--- src/rtl/imem_loader_if.sv ---
// Handshake and IF memory write-port bundle between a host link, the loader and IF.
// master is the loader side; slave is the host/IF side.
interface imem_loader_if;
   logic        in_valid;
   logic [31:0] in_data;
   logic        in_last;
   logic        in_ready;
   logic [31:0] newPC;
   logic [31:0] W_Ins;
   logic        WE;

   modport master (
      input  in_valid, in_data, in_last,
      output in_ready, newPC, W_Ins, WE
   );

   modport slave (
      output in_valid, in_data, in_last,
      input  in_ready, newPC, W_Ins, WE
   );
endinterface

--- src/rtl/imem_loader.sv ---
// Program loader: streams instruction words into IF memory while holding the core in reset,
// then presents the boot PC and releases the core.
module imem_loader #(
   parameter logic [31:0] BASE_ADDR = 32'h0000_0000,
   parameter int unsigned MAX_WORDS = 256,
   parameter int unsigned CNT_W     = 9
) (
   input  logic             CLK,
   input  logic             RST,
   input  logic             start,
   imem_loader_if.master    bus,
   output logic             core_rst,
   output logic             busy,
   output logic             done,
   output logic             err,
   output logic [CNT_W-1:0] word_count
);

   typedef enum logic [2:0] {StIdle, StLoad, StFlush, StRelease, StDone, StError} state_t;

   localparam logic [CNT_W-1:0] MaxCnt = CNT_W'(MAX_WORDS);

   state_t      state;
   logic [31:0] addr;
   logic        accept;

   assign bus.in_ready = (state == StLoad);
   assign accept       = bus.in_valid & bus.in_ready;

   always_ff @(posedge CLK or posedge RST) begin
      if (RST) begin
         state      <= StIdle;
         addr       <= BASE_ADDR;
         bus.newPC  <= BASE_ADDR;
         bus.W_Ins  <= '0;
         bus.WE     <= 1'b0;
         core_rst   <= 1'b1;
         busy       <= 1'b0;
         done       <= 1'b0;
         err        <= 1'b0;
         word_count <= '0;
      end else begin
         bus.WE <= 1'b0;
         case (state)
            StIdle, StDone, StError: begin
               if (start) begin
                  state      <= StLoad;
                  addr       <= BASE_ADDR;
                  word_count <= '0;
                  err        <= 1'b0;
                  core_rst   <= 1'b1;
                  done       <= 1'b0;
                  busy       <= 1'b1;
               end
            end
            StLoad: begin
               if (accept) begin
                  // A beat arriving with the counter already full is dropped, not written.
                  if (word_count == MaxCnt) begin
                     state <= StError;
                     err   <= 1'b1;
                     busy  <= 1'b0;
                  end else begin
                     bus.WE     <= 1'b1;
                     bus.W_Ins  <= bus.in_data;
                     bus.newPC  <= addr;
                     addr       <= addr + 32'd4;
                     word_count <= word_count + 1'b1;
                     if (bus.in_last) begin
                        state <= StFlush;
                     end
                  end
               end
            end
            StFlush: begin
               state     <= StRelease;
               bus.newPC <= BASE_ADDR;
            end
            StRelease: begin
               state    <= StDone;
               core_rst <= 1'b0;
               done     <= 1'b1;
               busy     <= 1'b0;
            end
            default: state <= StIdle;
         endcase
      end
   end

endmodule

--- src/flat_wrapper.sv ---
// flat-port wrapper written by rule: the top's interface ports become plain ports
module imem_loader_flat 
#(
   parameter logic [31:0] BASE_ADDR = 32'h0000_0000,
   parameter int unsigned MAX_WORDS = 256,
   parameter int unsigned CNT_W     = 9
)
  (CLK, RST, start, core_rst, busy, done, err, word_count, bus_in_valid, bus_in_data, bus_in_last, bus_in_ready, bus_newPC, bus_W_Ins, bus_WE);
  imem_loader_if bus_i ();
  input  logic CLK;
  input  logic RST;
  input  logic start;
  output logic core_rst;
  output logic busy;
  output logic done;
  output logic err;
  output logic [CNT_W-1:0] word_count;
  input wire logic [$bits(bus_i.in_valid)-1:0] bus_in_valid;
  input wire logic [$bits(bus_i.in_data)-1:0] bus_in_data;
  input wire logic [$bits(bus_i.in_last)-1:0] bus_in_last;
  output wire logic [$bits(bus_i.in_ready)-1:0] bus_in_ready;
  output wire logic [$bits(bus_i.newPC)-1:0] bus_newPC;
  output wire logic [$bits(bus_i.W_Ins)-1:0] bus_W_Ins;
  output wire logic [$bits(bus_i.WE)-1:0] bus_WE;
  assign bus_i.in_valid = bus_in_valid;
  assign bus_i.in_data = bus_in_data;
  assign bus_i.in_last = bus_in_last;
  assign bus_in_ready = bus_i.in_ready;
  assign bus_newPC = bus_i.newPC;
  assign bus_W_Ins = bus_i.W_Ins;
  assign bus_WE = bus_i.WE;
  imem_loader #(.BASE_ADDR(BASE_ADDR), .MAX_WORDS(MAX_WORDS), .CNT_W(CNT_W)) u_core (.CLK(CLK), .RST(RST), .start(start), .bus(bus_i), .core_rst(core_rst), .busy(busy), .done(done), .err(err), .word_count(word_count));
endmodule
--- config.mk ---
export PLATFORM = sky130hd
export DESIGN_NAME = imem_loader_flat
export DESIGN_NICKNAME = d
export VERILOG_FILES = /design/src/rtl/imem_loader_if.sv /design/src/rtl/imem_loader.sv /design/src/flat_wrapper.sv
export SDC_FILE = /design/constraint.sdc
export NUM_CORES = 1
export LEC_CHECK = 0
export ABC_AREA = 1
export CAP_MARGIN = 10
export CORE_MARGIN = 4
export CORE_UTILIZATION = 55
export DETAILED_ROUTE_END_ITERATION = 12
export DONT_BUFFER_PORTS = 1
export GPL_TIMING_DRIVEN = 0
export PLACE_DENSITY = 0.7
export SYNTH_ARGS = -nofsm -noshare
export SYNTH_HDL_FRONTEND = slang
export SYNTH_SLANG_ARGS = --single-unit
--- constraint.sdc ---
create_clock -name CLK -period 5.6 [get_ports CLK]
set_input_delay 0.56 -clock CLK [delete_from_list [all_inputs] [get_ports CLK]]
set_output_delay 0.56 -clock CLK [all_outputs]
set_load 0.05 [all_outputs]
After elaboration in Yosys (flattened, before gate mapping)
Cells that the tools add are included.
{"block": "totals", "reg_bits": 113, "latchBits": 0, "ramBits": 0, "mem_bits_ro": 0, "out_inout_bits": 79, "wordCells": 67, "mem_count": 0}
{"block": "classes", "addsub": 2, "mul": 0, "n_div": 0, "n_lt_le_gt_ge": 0, "eq_ne": 11, "n_shift": 0, "n_mux": 29, "n_bitwise": 2, "reduce_logical": 13}
{"cell": "32-bit 2-to-1 mux", "count": 5}
{"cell": "32-bit case mux with 2 select lines", "count": 2}
{"cell": "32-bit by 3-bit adder with 32-bit output, second input constant", "count": 1}
{"cell": "9-bit 2-to-1 mux", "count": 3}
{"cell": "9-bit case mux with 2 select lines", "count": 1}
{"cell": "3-bit 2-to-1 mux", "count": 4}
{"cell": "3-bit case mux with 4 select lines", "count": 1}
{"cell": "4-bit AND reduction", "count": 3}
{"cell": "9-bit by 1-bit adder with 9-bit output, second input constant", "count": 1}
{"cell": "9-bit == test, second input constant", "count": 1}
{"cell": "1-bit 2-to-1 mux", "count": 9}
{"cell": "3-bit AND reduction", "count": 3}
{"cell": "2-bit != test, second input constant", "count": 4}
{"cell": "3-bit by 2-bit == test with 1-bit output, second input constant", "count": 2}
{"cell": "3-bit == test, second input constant", "count": 2}
{"cell": "1-bit case mux with 2 select lines", "count": 3}
{"cell": "2-bit nonzero test", "count": 3}
{"cell": "3-bit by 1-bit == test with 1-bit output, second input constant", "count": 1}
{"cell": "3-bit logical NOT", "count": 1}
{"cell": "3-bit != test, second input constant", "count": 1}
{"cell": "1-bit case mux with 3 select lines", "count": 1}
{"cell": "3-bit nonzero test", "count": 1}
{"cell": "3-bit OR reduction", "count": 1}
{"cell": "2-bit AND reduction", "count": 1}
{"cell": "2 further kinds", "count": 2}

Logic depth before layout (Yosys ltp)
Gate-level depths: netlist of run 1.
{"block": "depth", "word_depth": 4, "mapped_depth": 12}

Least setup slack after synthesis of run 1
Ideal clock, no wire load.
{"block": "synth_path", "path_type": "register -> register", "from": "register u_core.word_count[0]", "to": "register u_core.bus.W_Ins[12]", "setup_ns": 0.119, "arrival_ns": 1.731, "required_time_ns": 5.481, "slack_ns": 3.750, "stages_incl_launch_ff": 13, "synth_period_minus_slack_ns": 1.850, "path_cell_list": "dfrtp_1 -> inv_1 -> ha_1 -> nand2_1 -> nor2_1 -> nand2_2 -> nand2_4 -> nor2_4 -> inv_2 -> buf_6 -> buf_6 -> nand2_1 -> nand2_1"}
{"block": "synth_between", "elab_chain_cells": 3}
{"element": "start: declaration", "line_no": "imem_loader.sv:16", "rtl": "output logic [CNT_W-1:0] word_count"}
{"element": "start signal: assignment", "line_no": "imem_loader.sv:68", "rtl": "word_count <= word_count + 1'b1;"}
{"element": "9-bit == test", "line_no": "imem_loader.sv:59", "rtl": "if (word_count == MaxCnt) begin"}
{"element": "1-bit NOT (no source line)"}
{"element": "3-bit AND reduction (no source line)"}
{"element": "end signal: assignment", "line_no": "imem_loader.sv:65", "rtl": "bus.W_Ins <= bus.in_data;"}
{"element": "end: declaration", "line_no": "imem_loader_if.sv:14", "rtl": "output in_ready, newPC, W_Ins, WE"}
No other way between the ends.
A chain may end at the register's enable or synchronous reset.

Final worst setup path of run 1
{"block": "layout_path", "from": "register u_core.word_count[0]", "to": "register u_core.bus.W_Ins[11]"}
The elaborated chain is that of the path after synthesis.

==> results.md, run 1 <==
* Status: completed
* Leak at 2.76 nW
* Gr usage total at 21.6%
* CP bufs+invs at 3
* Max FO, Critical Path at 10
* Hold Crit Class: primary input to async pin
* Grt met1 use at ~29%
* H-tree levels at 3
* Synth Cell Area at about 0.0053 sq mm
* Switch share at roughly half
* Switch Pwr at 1.29 mW
* Largest family of logic cells by synthesized area: simple AND/OR/NAND/NOR gates
* Routability cong. at 0.859
* Die W at 107 microns
* Fin. max-slew vios at 0
* NumNets Final at 746
* Unrepaired setup endpoints after global routing: false
* Met2 Use GR at 34.5%
* Num rows at 35
* Core footprint at 0.00933 sq mm
* DRC at 0
* Grt total ovfl at 0
* Initial antenna violation count at 0
* Int Pwr at between 1 and 1.5 mW
* Minimum clock period at between 2 and 2.5 ns
* # resized after CTS at 0
* Die area at 0.0113 sq mm
* Ratio of cells with drive above 1 in the final layout at a little under a tenth
* CP max stage cell: dfrtp_1
* Most frequent CP cell: nand2_1
* TritonRoute pass-1 iters at 4
* Clock Tree Root: clkbuf_8
* CTS tree: built
* Initial Util at 57.2%
* Depth of the most critical reg-to-reg path at 11
* Clk pwr share at 18.3%
* Post-Synth Simple-Gate Area at 33.6%
* Starting DRT DRC Count at about 220
* Routed len/inst at ~14 microns
* Port buffer count at 0
* MaxCap Viol Count at 0
* Reg power frac at 58.3%
* Synthesized area per cell at slightly below 8 sq um
* Antenna diode count at 0
* Fillers at around 850
* Clock-pin slew on the worst setup and hold paths at about 0.12 ns
* Post-synthesis mux area share at 0%
* Routed via count at between 4k and 5k
* Setup bufs post-CTS at 0
* TritonCTS Buffers at 9
* Power density cells at around 460 mW/mm^2
* Vias per inst at 5.18
* Final wirelength at 11600 microns
* Combinational Power Share at a little under a quarter
* R2R setup slack at 3.46 ns
* Vias in the first global route at 4267
* Clock skew at 0.0238 ns
* I/O pin cnt at 116
* Setup crit start kind: flop
* Crit-path cells: inv_1 -> ha_1 -> nand2_1 -> nor2_1 -> nand2_2 -> nand2_4 -> nor2_4 -> buf_6 -> buf_4 -> nand2_1 -> nand2_1
* Synth Area in Compound Gates at 5.96%
* Met3 Use GR at 5.71%
* Post-Synth XOR/XNOR Area at 1.48%
* R2r startpoint: u_core.word_count[0]
* Clk_lat worst skew at 0.38 ns
* Fin Setup TNS at 0 ns
* CP delay by family, top: flip-flops
* Final Setup Violations at 0
* Fmax at 467 MHz
* Global route hottest layer: met2
* First-pass GRT wire length at between 20000 and 25000 microns
* CP required at between 5 and 6 ns
* Crit Path Category: flop to flop
* VDD IR max at approximately 340 uV
* Max stage delay on crit path at between 0.7 and 0.8 ns
* Largest net degree at the start of global routing at between 60 and 70
* Mapped Cells at 694
* Seq/Total Area, Yosys at 51.6%
* Worst-Margin Slew at 0.654 ns
* Synthesized Nets at 734
* Area Overhead vs Synth at 7.29%
* HPWL after DPL at about 8600 microns
* CP endpoint kind: flop
* Synth cell types at 30
* Fin crit share at 38.3%
* # hold bufs at CTS at 0
* Clock sink count at 110
* DIE HEIGHT at 107 microns
* Power Total at 2.64 mW
* Final hold violation count at 0
* Post-DRT Antenna Nets at 0
* Yosys reg bits at 110
* Slew Limit Headroom at 56.4%
* Clock tree buffer depth at 2
* End of the worst register-to-register path: u_core.bus.W_Ins[11]
* Adder-Cell Fraction of Synth Area at 0.703%
* Worst EP arrival at ~2.4 ns
* YS warnings at 0
synthesized netlist by cell type (all sizes together):
| cell type | count | area share (%) |
|---|---|---|
| a21boi | 1 | 0.14 |
| a21o | 1 | 0.14 |
| a21oi | 1 | 0.094 |
| and2 | 1 | 0.12 |
| buf | 20 | 3.0 |
| clkbuf | 6 | 0.49 |
| dfrtp | 109 | 51 |
| dfstp | 1 | 0.49 |
| ha | 3 | 0.70 |
| inv | 45 | 3.2 |
| nand2 | 330 | 24 |
| nand3 | 50 | 4.7 |
| nand3b | 2 | 0.28 |
| nand4 | 3 | 0.35 |
| nor2 | 51 | 4.2 |
| nor3 | 1 | 0.094 |
| o21ai | 52 | 4.9 |
| o21bai | 5 | 0.70 |
| or2 | 3 | 0.35 |
| xnor2 | 2 | 0.33 |
| xor2 | 7 | 1.1 |
metal layers:
layer	vias up	wire length, microns
met3	13	1020
met1	1994	5200
met4	0	180
met2	157	5210
met5	-	0
li1	2183	-
worst max path at each step:
stage / endpoint / startpoint / cells past startpoint
after floorplan: u_core.addr[10] / RST / 1
after global placement: u_core.done / RST / 1
after detailed placement: u_core.addr[16] / u_core.word_count[0] / 11
after CTS: u_core.addr[16] / u_core.word_count[0] / 11
after global routing: u_core.addr[16] / u_core.word_count[0] / 11
final: u_core.bus.W_Ins[11] / u_core.word_count[0] / 11
power by group through the flow:
stage               Combinational, mW  Sequential, mW  Clock, mW
floorplan                       0.488            1.52          0
CTS                             0.627            1.54      0.495
finish                          0.618            1.54      0.484
global placement                0.605            1.55          0
detailed placement              0.630            1.55          0
global route                    0.712            1.56      0.528
registers in the layout (all words and copies together) (netlist names):
register / flops
u_core.err: 1
u_core.done: 1
u_core.busy: 1
u_core.state: 3
u_core.addr: 30
u_core.word_count: 9
u_core.bus.WE: 1
u_core.bus.W_Ins: 32
u_core.core_rst: 1
u_core.bus.newPC: 31
worst register-to-register path: stages, from the launching register on:
cell,delay [ns]
dfrtp_1,0.76
inv_1,0.11
ha_1,0.22
nand2_1,0.07
nor2_1,0.07
nand2_2,0.10
nand2_4,0.09
nor2_4,0.15
buf_6,0.19
buf_4,0.20
nand2_1,0.08
nand2_1,0.07
cell type report:
cell class / instances / area [sq um] / share of cell area (%)
timing repair buffer: 1 / 27.5 / 0.481
clock buffer: 10 / 128 / 2.23
inverter: 45 / 171 / 2.99
clock inverter: 6 / 70.1 / 1.22
sequential: 110 / 2750 / 48.1
buffer: 26 / 185 / 3.23
multi-input combinational: 513 / 2230 / 38.9
tap: 129 / 161 / 2.82
cell usage in the layout (no fill, tap or decap), types with 2 or more instances in the layout:
master    Yosys  layout
buf_2         7       7
buf_4         6       6
buf_6         7       7
clkbuf_1      3       4
clkbuf_2      3       3
clkbuf_8      0       9
clkinv_4      0       2
dfrtp_1     109     109
ha_1          3       3
inv_1        38      37
inv_2         7       7
inv_6         0       2
nand2_1     324     324
nand2_2       5       5
nand3_1      50      50
nand3b_1      2       2
nand4_1       3       3
nor2_1       43      43
nor2_2        6       6
nor2_4        2       2
o21ai_0      45      45
o21ai_1       7       7
o21bai_1      5       5
or2_2         3       3
xnor2_1       2       2
xor2_1        7       7
kinds of logic (layout without fill, tap and decap cells):
group	after synthesis	after routing
AO/OA/AOI/OAI	60	60
XOR/XNOR	9	9
adder cells (fa/ha/maj)	3	3
buffers and inverters	71	88
flip-flops	110	110
AND/OR/NAND/NOR	441	441
per-stage QoR:
step	cell area [sq um]	setup WS (ns)	util [%]	instances	hold slack [ns]
after floorplan	5340	2.14	-	694	0.485
final	5730	3.46	61.4	840	0.113
after global placement	5500	1.09	58.9	823	0.507
after CTS	5730	3.45	61.4	840	0.132
after detailed placement	5530	3.48	59.3	824	0.516
after global routing	5730	3.27	61.4	840	0.157
Note: power is estimated with default switching activity, not from simulation.
==> run 2, diff against run 1 <==
clock period = 2 ns   (was 5.6 ns; I/O delays follow)
==> run 2 against run 1 <==
Net effect: register-to-register slack lost 3.3 ns; worst hold slack lost 0.083 ns; combinational power increased to 3.1 times the previous value; sequential cell count is the same; final area up 7.6%; non-clock buffer count rose by 35; critical path type unchanged; critical endpoint is now u_core.bus.W_Ins[15]; largest power group unchanged.
==> results.md, run 2 (synthesis results as in run 1) <==
* Status: completed
* Clock sink count at 110
* H-tree levels at 3
* Crit path launch: u_core.word_count[0]
* Worst EP arrival at 2.14 ns
* Max FO, Critical Path at 10
* Num rows at 35
* Multi-input logic area at 0.00223 sq mm
* Crit Path Category: flop to flop
* Most frequent cells in the layout: 324 x nand2_1, 103 x dfrtp_1, 50 x nand3_1
* TritonRoute pass-1 iters at 5
* Core footprint at 0.00933 sq mm
* Area occupied by registers at approximately 0.0028 sq mm
* DRC at 0
* I/O pin cnt at 116
* Initial antenna violation count at 0
* Leak at between 2 and 3 nW
* CTS tree: built
* Die W at between 100 and 150 microns
* Starting DRT DRC Count at roughly 260
* Routed via count at 4492
* Slew Limit Headroom at a little under half
* Final Setup Violations at 0
* First-pass GRT wire length at 21100 microns
* Fin. max-slew vios at 0
* Clock skew at between 0.02 and 0.025 ns
* VDD IR max at roughly 950 uV
* Clock-pin slew on the worst setup and hold paths at 0.12 ns
* Routability cong. at 0.845
* Minimum clock period at 1.87 ns
* Worst-Margin Slew at 0.815 ns
* Reg with most FFs: u_core.bus.W_Ins
* DIE HEIGHT at between 100 and 150 microns
* Port buffer count at 0
* Post-DRT Antenna Nets at 0
* Clock tree buffer depth at 2
* Clock Tree Root: clkbuf_8
* Area Overhead vs Synth at 15.5%
* Power Total at 7.86 mW
* Ratio of cells with drive above 1 in the final layout at 10.1%
* Min-delay src: start
* Setup crit start kind: flop
* Final hold violation count at 0
* Fillers at 778
* Placed Area at 0.00554 sq mm
* Cells after DPL at 825
* R2r startpoint: u_core.word_count[0]
* Vias in the first global route at 4405
* Max FFs per register at 32
* Fin crit share at 93.3%
* Antenna diode count at 0
* Unrepaired setup endpoints after global routing: true
* Power density cells at between 1000 and 1500 mW/mm^2
* HPWL after DPL at 8790 microns
* Final WS setup at 0.133 ns
* Pre-CTS WS at -0.112 ns
* Regs by FF count: u_core.bus.W_Ins (32), u_core.bus.newPC (31), u_core.addr (30)
* Clk_lat worst skew at 0.37 ns
* TritonCTS Buffers at 9
* Hold_ws at between 0.03 and 0.04 ns
* Die area at about 0.011 sq mm
* Routed len/inst at 14.1 microns
* Commonest non-fill, non-tap cell in the layout: nand2_1
* Gr usage total at 22.9%
* Hold Crit Class: primary input to flop
* Grt total ovfl at 0
* Final wirelength at approximately 12000 microns
* Initial Util at between 50% and 60%
* Post-Layout Inst Area at 0.00616 sq mm
* NumNets Final at 781
* Cell Count, Final, Fillers Out at between 800 and 900
* Fmax at 536 MHz
* MaxCap Viol Count at 0
* Vias per inst at 5.13
* CP endpoint kind: flop
* CP required at about 2.3 ns
* Largest net degree at the start of global routing at 43
[run 2: final timing paths]
kind                            slack, ns  cells past startpoint                   end
worst min-delay path                 0.03                      2       u_core.core_rst
worst max register to register       0.13                     12  u_core.bus.W_Ins[15]
max in group asynchronous            0.89                      3   u_core.bus.newPC[2]
worst min register to register       0.54                      2       u_core.state[0]
min in group asynchronous            0.44                      2           u_core.done
worst max-delay path                 0.13                     12  u_core.bus.W_Ins[15]
[run 2: final cells by class]
type                            count  share of cell area (%)
Clock buffer                        9                    2.01
Timing Repair Buffer               36                    6.13
Inverter                           45                    2.80
Tap cell                          129                    2.62
Buffer                             26                    3.37
Sequential cell                   110                    44.8
Clock inverter                      7                    2.07
Multi-Input combinational cell    513                    36.2
[run 2: critical path, cell delays in order (launching register included)]
cell	delay, ns
dfrtp_4	0.57
inv_1	0.07
ha_1	0.19
nand2_1	0.07
nor2_1	0.06
nand2_2	0.09
nand2_4	0.06
nor2_4	0.17
inv_2	0.07
buf_6	0.14
buf_6	0.14
nand2_1	0.06
nand2_1	0.07
[run 2: power by group]
part	total [mW]	internal [mW]	switching, mW
clock network	1.64	0.852	0.785
logic	1.89	0.665	1.23
registers	4.34	2.63	1.70
total	7.86	4.15	3.71
[run 2: what timing repair did]
action / 4_1_cts / 5_1_grt
gates cloned: 0 / 0
resized for setup: 2 / 18
setup endpoints to repair: 93 / 68
pin swaps: 0 / 4
hold buffers: 33 / 0
buffers inserted: 0 / 1
hold endpoints to repair: 64 / 0
[run 2: layer usage]
layer,wire [microns],track usage (%),up-vias
li1,-,-,2255
met1,5640,31.8,2052
met2,5480,36.0,166
met3,1020,5.77,19
met4,191,6.67,0
met5,0,0,-
[run 2: through the flow]
step	util (%)	TNS (ns)
floorplan	-	0
finish	66.1	0
global placement	59.0	-8.11
global route	66.1	-0.0463
CTS	65.7	0
detailed placement	59.4	-4.56
==> run 3, diff against run 2 <==
ABC_AREA = not set   (was 1)
CORE_MARGIN = 8   (was 4)
==> run 3 against run 2 <==
Net effect: area after synthesis is 7.0% lower; core utilization grew 11 points; setup slack worse by 0.44 ns; sequential power up 3%; first-iteration DRC count grew 58%; highest routed layer unchanged; largest power group unchanged; the run now ends with setup timing left; routed wire length increased by 27%.
==> results.md, run 3 <==
* End of the worst register-to-register path: u_core.addr[24]
* R2R setup slack at -0.31 ns
* Depth of the most critical reg-to-reg path at 10
* Clock-pin slew on the worst setup and hold paths at 0.11 ns
* Port buffer count at 0
* Routed len/inst at approximately 21 microns
* Placed Area at 0.00520 sq mm
* H-tree levels at 3
* HPWL after DPL at a little over 9000 microns
* Reg with most FFs: u_core.bus.W_Ins
* YS warnings at 0
* Clk_lat worst skew at 0.38 ns
* TritonCTS Buffers at 9
* First-pass GRT wire length at roughly 23000 microns
* Largest net degree at the start of global routing at 40
* Max FO, Critical Path at 6
* Crit Path Category: flop to flop
* Starting DRT DRC Count at approximately 410
* Clock tree buffer depth at 2
* NumNets Final at 657
* Multi-input logic area at 0.00242 sq mm
* Async SR Flop Fraction at 100%
* CTS tree: built
* Fin. max-slew vios at 0
* Util after Layout at 77.3%
* Last element of the critical path: u_core.addr[24]
* Routability cong. at roughly 0.9
* Fmax at 434 MHz
* Power density cells at 1450 mW/mm^2
* MaxCap Viol Count at 0
* Worst EP arrival at 2.56 ns
* Top post-synthesis cells by area: dfrtp_1 55%, nand2_1 12%, o21ai_0 6.9%
* Core footprint at 0.00872 sq mm
* Initial antenna violation count at 0
* Fin crit share at 115%
* Clock Tree Root: clkbuf_8
* Vias in the first global route at 4468
* Routed via count at 4595
* Pre-CTS WS at -0.490 ns
* Cells after DPL at 657
* Final hold violation count at 0
* DIE HEIGHT at 111 microns
* DRC at 0
* Clock skew at between 0.01 and 0.015 ns
* Initial Util at 56.9%
* Die W at 111 microns
* VDD IR max at 990 uV
* R2r startpoint: u_core.word_count[1]
* Hold Crit Class: primary input to flop
* Leak at between 3 and 4 nW
* Most frequent cells in the layout: 120 x nand2_1, 99 x dfrtp_1, 40 x nand2_2
* Minimum clock period at 2.31 ns
* Grt total ovfl at 0
* Num rows at 34
* Yosys reg bits at 110
* CP endpoint kind: flop
* Post-synth top area cell: dfrtp_1
* Setup crit start kind: flop
* Synthesized area per cell at around 9.1 sq um
* Final wirelength at about 16000 microns
* Worst-Margin Slew at 0.681 ns
* Area occupied by registers at between 0.002 and 0.003 sq mm
* Ratio of cells with drive above 1 in the final layout at 30.7%
* Gr usage total at 23.1%
* Crit path launch: u_core.word_count[1]
* Clock sink count at 110
* Seq/Total Area, Yosys at 55.5%
* Status: finished, violations left
* Post-synth EDFFs at 0
* Cell Count, Final, Fillers Out at 730
* Final WS setup at -0.305 ns
* Die area at 0.0123 sq mm
* Synth top cells by count: 164 x nand2_1, 109 x dfrtp_1, 68 x o21ai_0, 23 x nor2_1, 17 x nand4_1
* I/O pin cnt at around 120
* Most frequent cell after synthesis: nand2_1
* Unrepaired setup endpoints after global routing: true
* Antenna diode count at 0
* Slew Limit Headroom at 54.6%
* Area Overhead vs Synth at 35.8%
* Final Setup Violations at 103
* Max FFs per register at 32
* Mapped Cells at 546
* Synth cell types at 46
* Post-DRT Antenna Nets at 0
* Fin Setup TNS at -12.69 ns
* Synthesized Nets at 586
* Fillers at between 500 and 600
* Min-Delay Path Depth at 3
* CP required at between 2 and 2.5 ns
* Post-Layout Inst Area at 0.00674 sq mm
* Commonest non-fill, non-tap cell in the layout: nand2_1
* Failing checks: setup timing
* Synth Cell Area at between 0.004 and 0.005 sq mm
* Area share of the largest cell type after synthesis at between 50% and 60%
* Vias per inst at 6.29
* Regs by FF count: u_core.bus.W_Ins (32), u_core.bus.newPC (31), u_core.addr (30)
* Top FF cell, synth: dfrtp_1
* TritonRoute pass-1 iters at 7
run 3: cell types whose count changed after synthesis, sizes merged, moves of 14 or more:
cell,delta
a22o,+14
o21ai,+20
nand4,+15
inv,-33
nand2,-166
nand3,-36
nor2,-28
run 3: where the power goes:
part | switching (mW) | internal (mW)
registers | 1.81 | 2.66
clock network | 0.800 | 0.597
logic | 2.15 | 1.75
total | 4.75 | 5.01
run 3: worst min path at each step:
stage / start / slack [ns] / to
final: start / 0.007 / u_core.err
after CTS: start / 0.0006 / u_core.err
after floorplan: bus_in_data[0] / 0.31 / u_core.bus.W_Ins[0]
after global placement: bus_in_data[12] / 0.31 / u_core.bus.W_Ins[12]
after global routing: start / 0.00005 / u_core.err
after detailed placement: RST / 0.06 / u_core.bus.W_Ins[12]
run 3: layer usage:
| metal | vias up | global-route usage, % | part of all wire (%) |
|---|---|---|---|
| met2 | 277 | 36.7 | 48 |
| li1 | 2044 | - | - |
| met5 | - | 0 | 0 |
| met3 | 61 | 7.85 | 10 |
| met4 | 0 | 10.5 | 3.7 |
| met1 | 2213 | 27.7 | 37 |
run 3: repair_timing:
| item | in CTS | in global routing |
|---|---|---|
| resized for setup | 111 | 135 |
| hold buffers | 34 | 0 |
| setup buffers | 11 | 7 |
| endpoints found under the setup margin | 104 | 105 |
| pin swaps | 8 | 29 |
| endpoints found under the hold margin | 76 | 0 |
| gates cloned | 8 | 6 |
run 3: logic make-up (layout without fill, tap and decap cells):
logic type,count (synthesis),in the layout,share of synthesized area [%]
muxes,3,3,0.630
and+or+nand+nor,249,249,22.5
DFF,110,110,55.5
buffers and inverters,49,124,4.24
adders and majority gates,3,3,0.757
AOI/OAI and AO/OA,132,133,16.4
run 3: layout make-up:
type                    count  area share [%]
clock inverters             7            1.21
plain buffers              30            4.77
flip-flops and latches    110            41.1
repair buffers             65            12.2
inverters                  12           0.947
well taps                 108            2.00
multi-input cells         388            35.9
repair inverters            1           0.111
clock buffers               9            1.84
run 3: critical path: stages, from the launching register on:
cell      delay, ns
dfrtp_2        0.58
inv_2          0.09
ha_2           0.18
nor4bb_4       0.15
a211o_4        0.41
inv_8          0.10
a31oi_4        0.04
buf_12         0.16
buf_6          0.13
o21ai_0        0.21
o31ai_1        0.10
run 3: stage by stage:
stage	total power [mW]	hold slack [ns]
5_1_grt	10.2	0.0000538
4_1_cts	8.83	0.000576
2_1_floorplan	5.84	0.305
3_3_place_gp	6.43	0.308
6_report	9.76	0.00664
3_5_place_dp	6.52	0.0592
